`src/rtl/run_control_unit_if.sv`:
```
// Host-side bus of the run controller: core observation inputs, run-control
// pulses and the status/enable outputs back to the core and debug host.
interface run_control_unit_if #(
    parameter int DATA_WIDTH  = 32,
    parameter int ADDR_WIDTH  = 32,
    parameter int COUNT_WIDTH = 32
);
    logic [DATA_WIDTH-1:0]  instruction_i;
    logic [ADDR_WIDTH-1:0]  pc_i;
    logic                   step_mode_i;
    logic                   step_i;
    logic                   resume_i;
    logic                   restart_i;
    logic                   bp_enable_i;
    logic [ADDR_WIDTH-1:0]  bp_addr_i;
    logic                   core_reset_o;
    logic                   core_enable_o;
    logic                   halted_o;
    logic [1:0]             halt_cause_o;
    logic [ADDR_WIDTH-1:0]  halt_pc_o;
    logic [COUNT_WIDTH-1:0] retired_count_o;

    modport master (
        output instruction_i, pc_i, step_mode_i, step_i, resume_i, restart_i,
               bp_enable_i, bp_addr_i,
        input  core_reset_o, core_enable_o, halted_o, halt_cause_o, halt_pc_o,
               retired_count_o
    );

    modport slave (
        input  instruction_i, pc_i, step_mode_i, step_i, resume_i, restart_i,
               bp_enable_i, bp_addr_i,
        output core_reset_o, core_enable_o, halted_o, halt_cause_o, halt_pc_o,
               retired_count_o
    );
endinterface

```
`src/rtl/run_control_unit.sv`:
```
// Run controller for the single-cycle core: sequences core reset, gates commit
// and stops on halt word, PC breakpoint or watchdog expiry.
module run_control_unit #(
    parameter int                    DATA_WIDTH   = 32,
    parameter int                    ADDR_WIDTH   = 32,
    parameter logic [DATA_WIDTH-1:0] HALT_WORD    = '0,
    parameter int                    RESET_CYCLES = 2,
    parameter int                    COUNT_WIDTH  = 32,
    parameter int                    TIMEOUT      = 0
) (
    input logic               clk_i,
    input logic               rst_i,
    run_control_unit_if.slave bus
);
    localparam int HOLD_W = (RESET_CYCLES > 1) ? $clog2(RESET_CYCLES) : 1;
    localparam logic [HOLD_W-1:0]      HOLD_LAST = HOLD_W'(RESET_CYCLES - 1);
    localparam logic [COUNT_WIDTH-1:0] TO_LAST   = COUNT_WIDTH'(TIMEOUT - 1);
    localparam logic [COUNT_WIDTH-1:0] CNT_MAX   = '1;

    localparam logic [1:0] CAUSE_NONE = 2'd0;
    localparam logic [1:0] CAUSE_HALT = 2'd1;
    localparam logic [1:0] CAUSE_BP   = 2'd2;
    localparam logic [1:0] CAUSE_TO   = 2'd3;

    typedef enum logic [1:0] {S_HOLD, S_RUN, S_PAUSED, S_HALTED} state_t;

    state_t                 state_q, state_d;
    logic [HOLD_W-1:0]      hold_q, hold_d;
    logic [COUNT_WIDTH-1:0] retired_q, retired_d;
    logic [COUNT_WIDTH-1:0] wdog_q, wdog_d;
    logic [1:0]             cause_q, cause_d;
    logic [ADDR_WIDTH-1:0]  hpc_q, hpc_d;
    logic                   suppress_q, suppress_d;
    logic                   core_reset_q;
    logic                   core_en;
    logic                   halt_hit, bp_hit, to_hit;

    always_comb begin
        halt_hit = (bus.instruction_i == HALT_WORD);
        bp_hit   = bus.bp_enable_i && (bus.pc_i == bus.bp_addr_i) && !suppress_q;
        to_hit   = (TIMEOUT != 0) && (wdog_q == TO_LAST);
    end

    always_comb begin
        state_d    = state_q;
        hold_d     = hold_q;
        retired_d  = retired_q;
        wdog_d     = wdog_q;
        cause_d    = cause_q;
        hpc_d      = hpc_q;
        suppress_d = suppress_q;
        core_en    = 1'b0;

        case (state_q)
            S_HOLD: begin
                hold_d = hold_q + HOLD_W'(1);
                if (hold_q == HOLD_LAST) begin
                    hold_d  = '0;
                    state_d = bus.step_mode_i ? S_PAUSED : S_RUN;
                end
            end
            S_RUN: begin
                core_en = !halt_hit && !bp_hit;
                if (halt_hit) begin
                    state_d = S_HALTED;
                    cause_d = CAUSE_HALT;
                    hpc_d   = bus.pc_i;
                end else if (bp_hit) begin
                    state_d = S_HALTED;
                    cause_d = CAUSE_BP;
                    hpc_d   = bus.pc_i;
                end else if (to_hit) begin
                    // The expiring instruction still commits this cycle.
                    state_d = S_HALTED;
                    cause_d = CAUSE_TO;
                    hpc_d   = bus.pc_i;
                end
            end
            S_PAUSED: begin
                core_en = bus.step_i && !halt_hit;
                if (bus.step_i) begin
                    if (halt_hit) begin
                        state_d = S_HALTED;
                        cause_d = CAUSE_HALT;
                        hpc_d   = bus.pc_i;
                    end else if (to_hit) begin
                        state_d = S_HALTED;
                        cause_d = CAUSE_TO;
                        hpc_d   = bus.pc_i;
                    end
                end else if (bus.resume_i) begin
                    state_d = S_RUN;
                end
            end
            S_HALTED: begin
                // A halt-word stop is terminal until restart; only BP/timeout resume.
                if (bus.resume_i && cause_q == CAUSE_BP) begin
                    state_d    = S_RUN;
                    suppress_d = 1'b1;
                    cause_d    = CAUSE_NONE;
                    hpc_d      = '0;
                end else if (bus.resume_i && cause_q == CAUSE_TO) begin
                    state_d = S_RUN;
                    wdog_d  = '0;
                    cause_d = CAUSE_NONE;
                    hpc_d   = '0;
                end
            end
            default: state_d = S_HOLD;
        endcase

        if (core_en) begin
            if (retired_q != CNT_MAX) retired_d = retired_q + COUNT_WIDTH'(1);
            if (wdog_q != CNT_MAX)    wdog_d    = wdog_q + COUNT_WIDTH'(1);
            suppress_d = 1'b0;
        end

        if (bus.restart_i) begin
            state_d    = S_HOLD;
            hold_d     = '0;
            retired_d  = '0;
            wdog_d     = '0;
            cause_d    = CAUSE_NONE;
            hpc_d      = '0;
            suppress_d = 1'b0;
        end
    end

    always_ff @(posedge clk_i or posedge rst_i) begin
        if (rst_i) begin
            state_q      <= S_HOLD;
            hold_q       <= '0;
            retired_q    <= '0;
            wdog_q       <= '0;
            cause_q      <= CAUSE_NONE;
            hpc_q        <= '0;
            suppress_q   <= 1'b0;
            core_reset_q <= 1'b1;
        end else begin
            state_q      <= state_d;
            hold_q       <= hold_d;
            retired_q    <= retired_d;
            wdog_q       <= wdog_d;
            cause_q      <= cause_d;
            hpc_q        <= hpc_d;
            suppress_q   <= suppress_d;
            core_reset_q <= (state_d == S_HOLD);
        end
    end

    assign bus.core_reset_o    = core_reset_q;
    assign bus.core_enable_o   = core_en;
    assign bus.halted_o        = (state_q == S_HALTED);
    assign bus.halt_cause_o    = cause_q;
    assign bus.halt_pc_o       = hpc_q;
    assign bus.retired_count_o = retired_q;
endmodule
```
`src/flat_wrapper.sv`:
```
// flat-port wrapper written by rule: the top's interface ports become plain ports
module run_control_unit_flat 
#(
    parameter int                    DATA_WIDTH   = 32,
    parameter int                    ADDR_WIDTH   = 32,
    parameter logic [DATA_WIDTH-1:0] HALT_WORD    = '0,
    parameter int                    RESET_CYCLES = 2,
    parameter int                    COUNT_WIDTH  = 32,
    parameter int                    TIMEOUT      = 0
)
  (clk_i, rst_i, bus_instruction_i, bus_pc_i, bus_step_mode_i, bus_step_i, bus_resume_i, bus_restart_i, bus_bp_enable_i, bus_bp_addr_i, bus_core_reset_o, bus_core_enable_o, bus_halted_o, bus_halt_cause_o, bus_halt_pc_o, bus_retired_count_o);
  run_control_unit_if #(.DATA_WIDTH(DATA_WIDTH), .ADDR_WIDTH(ADDR_WIDTH), .COUNT_WIDTH(COUNT_WIDTH)) bus_i ();
  input logic clk_i;
  input logic rst_i;
  input wire logic [$bits(bus_i.instruction_i)-1:0] bus_instruction_i;
  input wire logic [$bits(bus_i.pc_i)-1:0] bus_pc_i;
  input wire logic [$bits(bus_i.step_mode_i)-1:0] bus_step_mode_i;
  input wire logic [$bits(bus_i.step_i)-1:0] bus_step_i;
  input wire logic [$bits(bus_i.resume_i)-1:0] bus_resume_i;
  input wire logic [$bits(bus_i.restart_i)-1:0] bus_restart_i;
  input wire logic [$bits(bus_i.bp_enable_i)-1:0] bus_bp_enable_i;
  input wire logic [$bits(bus_i.bp_addr_i)-1:0] bus_bp_addr_i;
  output wire logic [$bits(bus_i.core_reset_o)-1:0] bus_core_reset_o;
  output wire logic [$bits(bus_i.core_enable_o)-1:0] bus_core_enable_o;
  output wire logic [$bits(bus_i.halted_o)-1:0] bus_halted_o;
  output wire logic [$bits(bus_i.halt_cause_o)-1:0] bus_halt_cause_o;
  output wire logic [$bits(bus_i.halt_pc_o)-1:0] bus_halt_pc_o;
  output wire logic [$bits(bus_i.retired_count_o)-1:0] bus_retired_count_o;
  assign bus_i.instruction_i = bus_instruction_i;
  assign bus_i.pc_i = bus_pc_i;
  assign bus_i.step_mode_i = bus_step_mode_i;
  assign bus_i.step_i = bus_step_i;
  assign bus_i.resume_i = bus_resume_i;
  assign bus_i.restart_i = bus_restart_i;
  assign bus_i.bp_enable_i = bus_bp_enable_i;
  assign bus_i.bp_addr_i = bus_bp_addr_i;
  assign bus_core_reset_o = bus_i.core_reset_o;
  assign bus_core_enable_o = bus_i.core_enable_o;
  assign bus_halted_o = bus_i.halted_o;
  assign bus_halt_cause_o = bus_i.halt_cause_o;
  assign bus_halt_pc_o = bus_i.halt_pc_o;
  assign bus_retired_count_o = bus_i.retired_count_o;
  run_control_unit #(.DATA_WIDTH(DATA_WIDTH), .ADDR_WIDTH(ADDR_WIDTH), .HALT_WORD(HALT_WORD), .RESET_CYCLES(RESET_CYCLES), .COUNT_WIDTH(COUNT_WIDTH), .TIMEOUT(TIMEOUT)) u_core (.clk_i(clk_i), .rst_i(rst_i), .bus(bus_i));
endmodule
```
`config.mk`:
```
export PLATFORM = sky130hd
export DESIGN_NAME = run_control_unit_flat
export DESIGN_NICKNAME = d
export VERILOG_FILES = /design/src/rtl/run_control_unit_if.sv /design/src/rtl/run_control_unit.sv /design/src/flat_wrapper.sv
export SDC_FILE = /design/constraint.sdc
export NUM_CORES = 1
export LEC_CHECK = 0
export CAP_MARGIN = 20
export CORE_AREA = 5 5 113 115
export DETAILED_ROUTE_END_ITERATION = 10
export DIE_AREA = 0 0 118 120
export HOLD_SLACK_MARGIN = 0.12
export PLACE_DENSITY_LB_ADDON = 0.12
export SYNTH_ARGS = -nofsm -noshare
export SYNTH_HDL_FRONTEND = slang
export SYNTH_SLANG_ARGS = --single-unit
```
`constraint.sdc`:
```
create_clock -name clk_i -period 2.32 [get_ports clk_i]
set_input_delay 0.232 -clock clk_i [delete_from_list [all_inputs] [get_ports clk_i]]
set_output_delay 0.232 -clock clk_i [all_outputs]
set_load 0.005 [all_outputs]
```
# Word level (Yosys, flattened, before mapping)
# Index checks and enable logic that the tools add are counted.
# word_totals
in_bits,103
ff_bits,71
output_inout_bits,69
latch_bits,0
wordCells,79
n_memories,0
ramBits,0
rom_bits,0
# op_classes
bitwise,0
n_mul,0
n_reduce_logical,21
eq_ne,11
n_div,0
shift,0
n_addsub,2
n_mux,38
magnitude_cmp,0
# ops
operator,n
$mux W32,10
$pmux W32 S3,1
$mux W2,17
$add A32 B1 Y32 const B,1
$eq A32 B32 Y1,1
$logic_not A32 Y1,1
$ne A32 B32 Y1 const B,1
$eq A2 B2 Y1 const B,4
$ne A4 B2 Y1 const B,2
$pmux W2 S4,1
$mux W1,7
$logic_and A1 B1 Y1,6
$pmux W2 S3,1
$reduce_bool A2 Y1,3
$reduce_bool A3 Y1,2
$reduce_and A5 Y1,1
$logic_not A2 Y1,2
$reduce_and A2 Y1,2
$reduce_bool A4 Y1,1
$logic_not A1 Y1,3
$ne A3 B2 Y1 const B,1
$ne A3 B3 Y1 const B,1
$eq A2 B1 Y1 const B,1
$pmux W1 S2,1
$add A1 B1 Y1 const B,1

# Logic depth before layout (Yosys ltp)
# logic_depth
depth_word,8
depth_mapped,10
depth_no_buf,8

# Worst setup path after synthesis
# No wires, ideal clock.
# synth_path
path_kind,register to register
start,register u_core.state_q[0]
end,register u_core.retired_q[25] (netlist: u_core.bus.retired_count_o[25])
slack_ps,220
stages_incl_launch_ff,10
setup_ps,82
arrival_time_ps,2018
n_path_buf,2
period_less_slack_ps,2100
required_time_ps,2238
cell_sequence,dfrtp_1 > inv_1 > ha_1 > buf_2 > nor4_1 > and3_1 > or2_1 > buf_2 > or4_1 > a31oi_1
# synth_between
elab_chain_cells,4
# synth_lines
element,line_no,text
from (decl),run_control_unit.sv:27,"state_t state_q, state_d;"
from (signal assigned),run_control_unit.sv:140,state_q <= state_d;
$eq A2 B2 Y1 / $eq A2 B1 Y1 (equally long branches),run_control_unit.sv:54,case (state_q)
$pmux W1 S2 *,run_control_unit.sv:54,
$reduce_bool A2 Y1 (no source line) *,--,
$reduce_and A2 Y1 (no source line) *,--,
to (signal assigned),run_control_unit.sv:142,retired_q <= retired_d;
to (decl),run_control_unit.sv:29,"logic [COUNT_WIDTH-1:0] retired_q, retired_d;"
# Every way passes the cells marked *; elsewhere a longest branch is shown, timed or not.
# A chain may end at the register's enable or synchronous reset.

# Final worst setup path
# layout_path
start,input bus_bp_addr_i[17]
end,register u_core.hpc_q[19] (netlist: u_core.bus.halt_pc_o[19])
# layout_between
elab_chain_cells,5
# layout_lines
element,line_no,text
from (decl),flat_wrapper.sv:22,input wire logic [$bits(bus_i.bp_addr_i)-1:0] bus_bp_addr_i;
$eq A32 B32 Y1,run_control_unit.sv:40,bp_hit = bus.bp_enable_i && (bus.pc_i == bus.bp_addr_i) && !suppress_q;
$logic_and A1 B1 Y1 (2 in series),run_control_unit.sv:40,
$ne A4 B2 Y1 (no source line),--,
$reduce_and A5 Y1 (no source line),--,
to (signal assigned),run_control_unit.sv:145,hpc_q <= hpc_d;
to (decl),run_control_unit.sv:32,"logic [ADDR_WIDTH-1:0] hpc_q, hpc_d;"
# No other way between the ends.

==> impl_metrics.csv <==
group,metric,value,unit
placed_design,io_buffers,171,
yosys,synth_common_cells,"dfrtp_1, xnor2_1, a22o_1",
power_and_ir_drop,combPwrFrac,42.8,%
detailed_routing,dr.pass1.iters,4,
finish,fin_util,57.5,%
yosys,synth_top_area_cell,"dfrtp_1",
finish,final_layout_size_suffix_gt1_share,17.0,%
finish,area_growth,68.3,%
yosys,seq_area_frac_synth,44.5,%
detailed_routing,drt_iter0_drc,194,
yosys,ys_seq_elements,71,
yosys,synth_top_area_share,43.8,%
power_and_ir_drop,peakVddDrop,0.452,mV
clock_network,clk_latency,0.32,ns
clock_network,cts_num_sinks,71,
global_routing,grtUsageTotal,19.0,%
detailed_routing,route.detailed.drc,0,
placed_design,gp_congestion,0.853,
global_routing,grt.overflow.total,0,
clock_network,root_buffer,"clkbuf_16",
detailed_routing,drt.antenna.violating_nets,0,
timing,slew_violations,0,
status,status,"complete, no violations",
floorplan,core.rowCount,40,
timing,timing.fmax,441,MHz
floorplan,core_area,11700,um^2
yosys,synth_area_per_cell,9.97,um^2
floorplan,initial_utilization,34.1,%
timing,tightest_slew,0.609,ns
yosys,synth.area.top_cells,"dfrtp_1, xnor2_1, a22o_1",
floorplan,die_height,120,um
power_and_ir_drop,p_leak,2.80,nW
yosys,syn_nets,510,
yosys,syn_inst,401,
global_routing,grt_pass1_vias,4327,
yosys,async_flop_share,100,%
global_routing,antenna_found_initial,0,
timing,max-slew-margin-rel,59.4,%
power_and_ir_drop,clkPwrFrac,26.0,%
critical_path,r2r_start,"u_core.state_q[0]",
critical_path,critPathLaunch,"bus_bp_addr_i[17]",
power_and_ir_drop,intPower,3.55,mW
critical_path,cp-end-kind,"flop",
global_routing,grt_max_degree,38,
floorplan,pin_count,172,
floorplan,die_w,118,um
power_and_ir_drop,power.density,790,nW/um^2
power_and_ir_drop,p_switching,1.77,mW
timing,period_needed,2.27,ns
worst_hold_path,hold_start,"bus_pc_i[24]",
detailed_routing,routed_wl,13800,um
timing,setup_viol,0,
critical_path,cp_max_fo,16,
timing,min_period_over_period,97.7,%
power_and_ir_drop,p_sw_share,33.2,%
clock_network,cts-buffers-inserted,9,
floorplan,die-area,14200,um^2
placed_design,dp_slack,-0.318,ns
power_and_ir_drop,power_frac_seq,31.3,%
timing,finClkSkew,0.00635,ns
yosys,synth_most_common_cell,"dfrtp_1",
yosys,synth.distinct_cells,50,
finish,fill_cells,1083,
detailed_routing,viasPerCell,5.28,
timing,setup_slack,0.0545,ns
power_and_ir_drop,p_total,5.32,mW
clock_network,tritoncts,"built",
flow_run,cap_violations,0,
detailed_routing,wl_per_cell,17.9,um
finish,fin_nets,726,
global_routing,grt_pass1_wl,22000,um
timing,finalHoldViolCount,0,
placed_design,placed_cell_area,6190,um^2
worst_hold_path,min_path_type,"input pin to flop",
yosys,synth_edf_count,0,
timing,rsz0062_at_grt,"yes",
critical_path,worstPathRequired,2.58,ns
finish,fin_area,6730,um^2
critical_path,critPathArrivalTime,2.53,ns
clock_network,clockBufferDepth,2,
yosys,synth_area,4000,um^2
finish,antennaDiodeCount,0,
clock_network,ctsHoldBuffers,0,
yosys,synth.yosys.warnings,0,
critical_path,start_kind,"input pin",
clock_network,h-tree-depth,3,
yosys,ys_dominant_reg_cell,"dfrtp_1",
placed_design,hpwl,10500,um
detailed_routing,vias,4059,
clock_network,clk_pin_slew,0.06,ns
critical_path,criticalPathCategory,"input pin to flop",
[layout by cell type, fill, tap and decap left out, drive strengths merged, types with 3 or more instances in the layout]
cell type,synthesis,routed
xnor2,45,45
and3,9,9
dfrtp,70,70
clkbuf,3,10
nor3,18,18
dlymetal6s2s,0,13
clkinv,0,5
inv,12,12
a311oi,8,8
a31oi,11,11
and4,7,7
clkdlybuf4s50,0,155
nand4,19,19
o31ai,6,6
a21oi,26,26
dlygate4sd2,0,3
nand2,19,19
a22o,32,32
buf,18,54
nor4,18,18
o21ai,5,5
ha,6,6
nor2,25,25
nand3,12,12
a211oi,4,4
[metal layers]
layer	global-route usage, %	vias up	wire, um
li1	-	1946	-
met1	22.7	1965	5710
met2	32.5	133	6880
met3	6.69	15	966
met4	5.23	0	221
met5	0	-	0
[worst paths after layout]
path	to	slack (ns)	cells after the start
max	u_core.bus.halt_pc_o[19]	0.05	12
min	u_core.bus.halt_pc_o[24]	0.22	2
max reg2reg	u_core.bus.retired_count_o[27]	0.16	8
min reg2reg	u_core.bus.halt_pc_o[31]	0.50	1
max in group asynchronous	u_core.bus.retired_count_o[20]	1.39	3
min in group asynchronous	u_core.bus.retired_count_o[0]	0.30	2
[cells by family (layout without fill, tap and decap cells)]
logic type      after synthesis  after routing  share of synthesized area, %
simple gates                145            145                          21.0
compound gates               99             99                          18.1
flops                        71             71                          44.5
xor+xnor                     46             46                          10.1
buf+inv                      33            254                          4.22
fa+ha+maj                     6              6                          1.88
mux                           1              1                         0.250
[state kept, by name, indices dropped and copies added, names as in the netlist]
signal,cells
u_core.bus.core_reset_o,1
u_core.bus.halt_cause_o,2
u_core.bus.halt_pc_o,32
u_core.bus.retired_count_o,32
u_core.hold_q,1
u_core.state_q,2
u_core.suppress_q,1
[power by group through the flow]
stage | combinational, mW | clock, mW | sequential [mW]
2_1_floorplan | 0.983 | 0 | 1.67
3_3_place_gp | 2.14 | 0 | 1.68
3_5_place_dp | 2.18 | 0 | 1.66
4_1_cts | 2.17 | 1.41 | 1.67
5_1_grt | 2.46 | 1.47 | 1.70
6_report | 2.28 | 1.38 | 1.66
[critical path: stages]
cell,delay [ns]
clkdlybuf4s50_1,0.44
xnor2_2,0.21
buf_4,0.15
nand4_1,0.10
nor4_2,0.30
buf_4,0.16
a31oi_1,0.12
buf_4,0.18
a211oi_4,0.14
buf_4,0.19
buf_12,0.16
a22o_1,0.15
[final cells by class]
class                   count  area (um^2)  area share, %
inverters                  12         45.0          0.669
well taps                 147          184           2.73
clock buffers               9          225           3.35
clock inverters             7         73.8           1.10
multi-input cells         297         2200           32.7
flip-flops and latches     71         1780           26.4
repair buffers            226         2220           33.1
[stage by stage]
| stage | setup TNS, ns | instances | hold WS [ns] |
|---|---|---|---|
| 2_1_floorplan | 0 | 401 | 0.372 |
| 3_3_place_gp | -14.29 | 745 | 0.483 |
| 3_5_place_dp | -15.35 | 745 | 0.482 |
| 4_1_cts | 0 | 762 | 0.321 |
| 5_1_grt | -0.382 | 769 | 0.219 |
| 6_report | 0 | 769 | 0.218 |
[timing repair]
action	CTS	global route
setup buffers	1	5
cloned	0	2
pin swaps	3	18
resized for setup	5	32
setup endpoints to repair	1	46
Power figures use the tool's default switching activity.
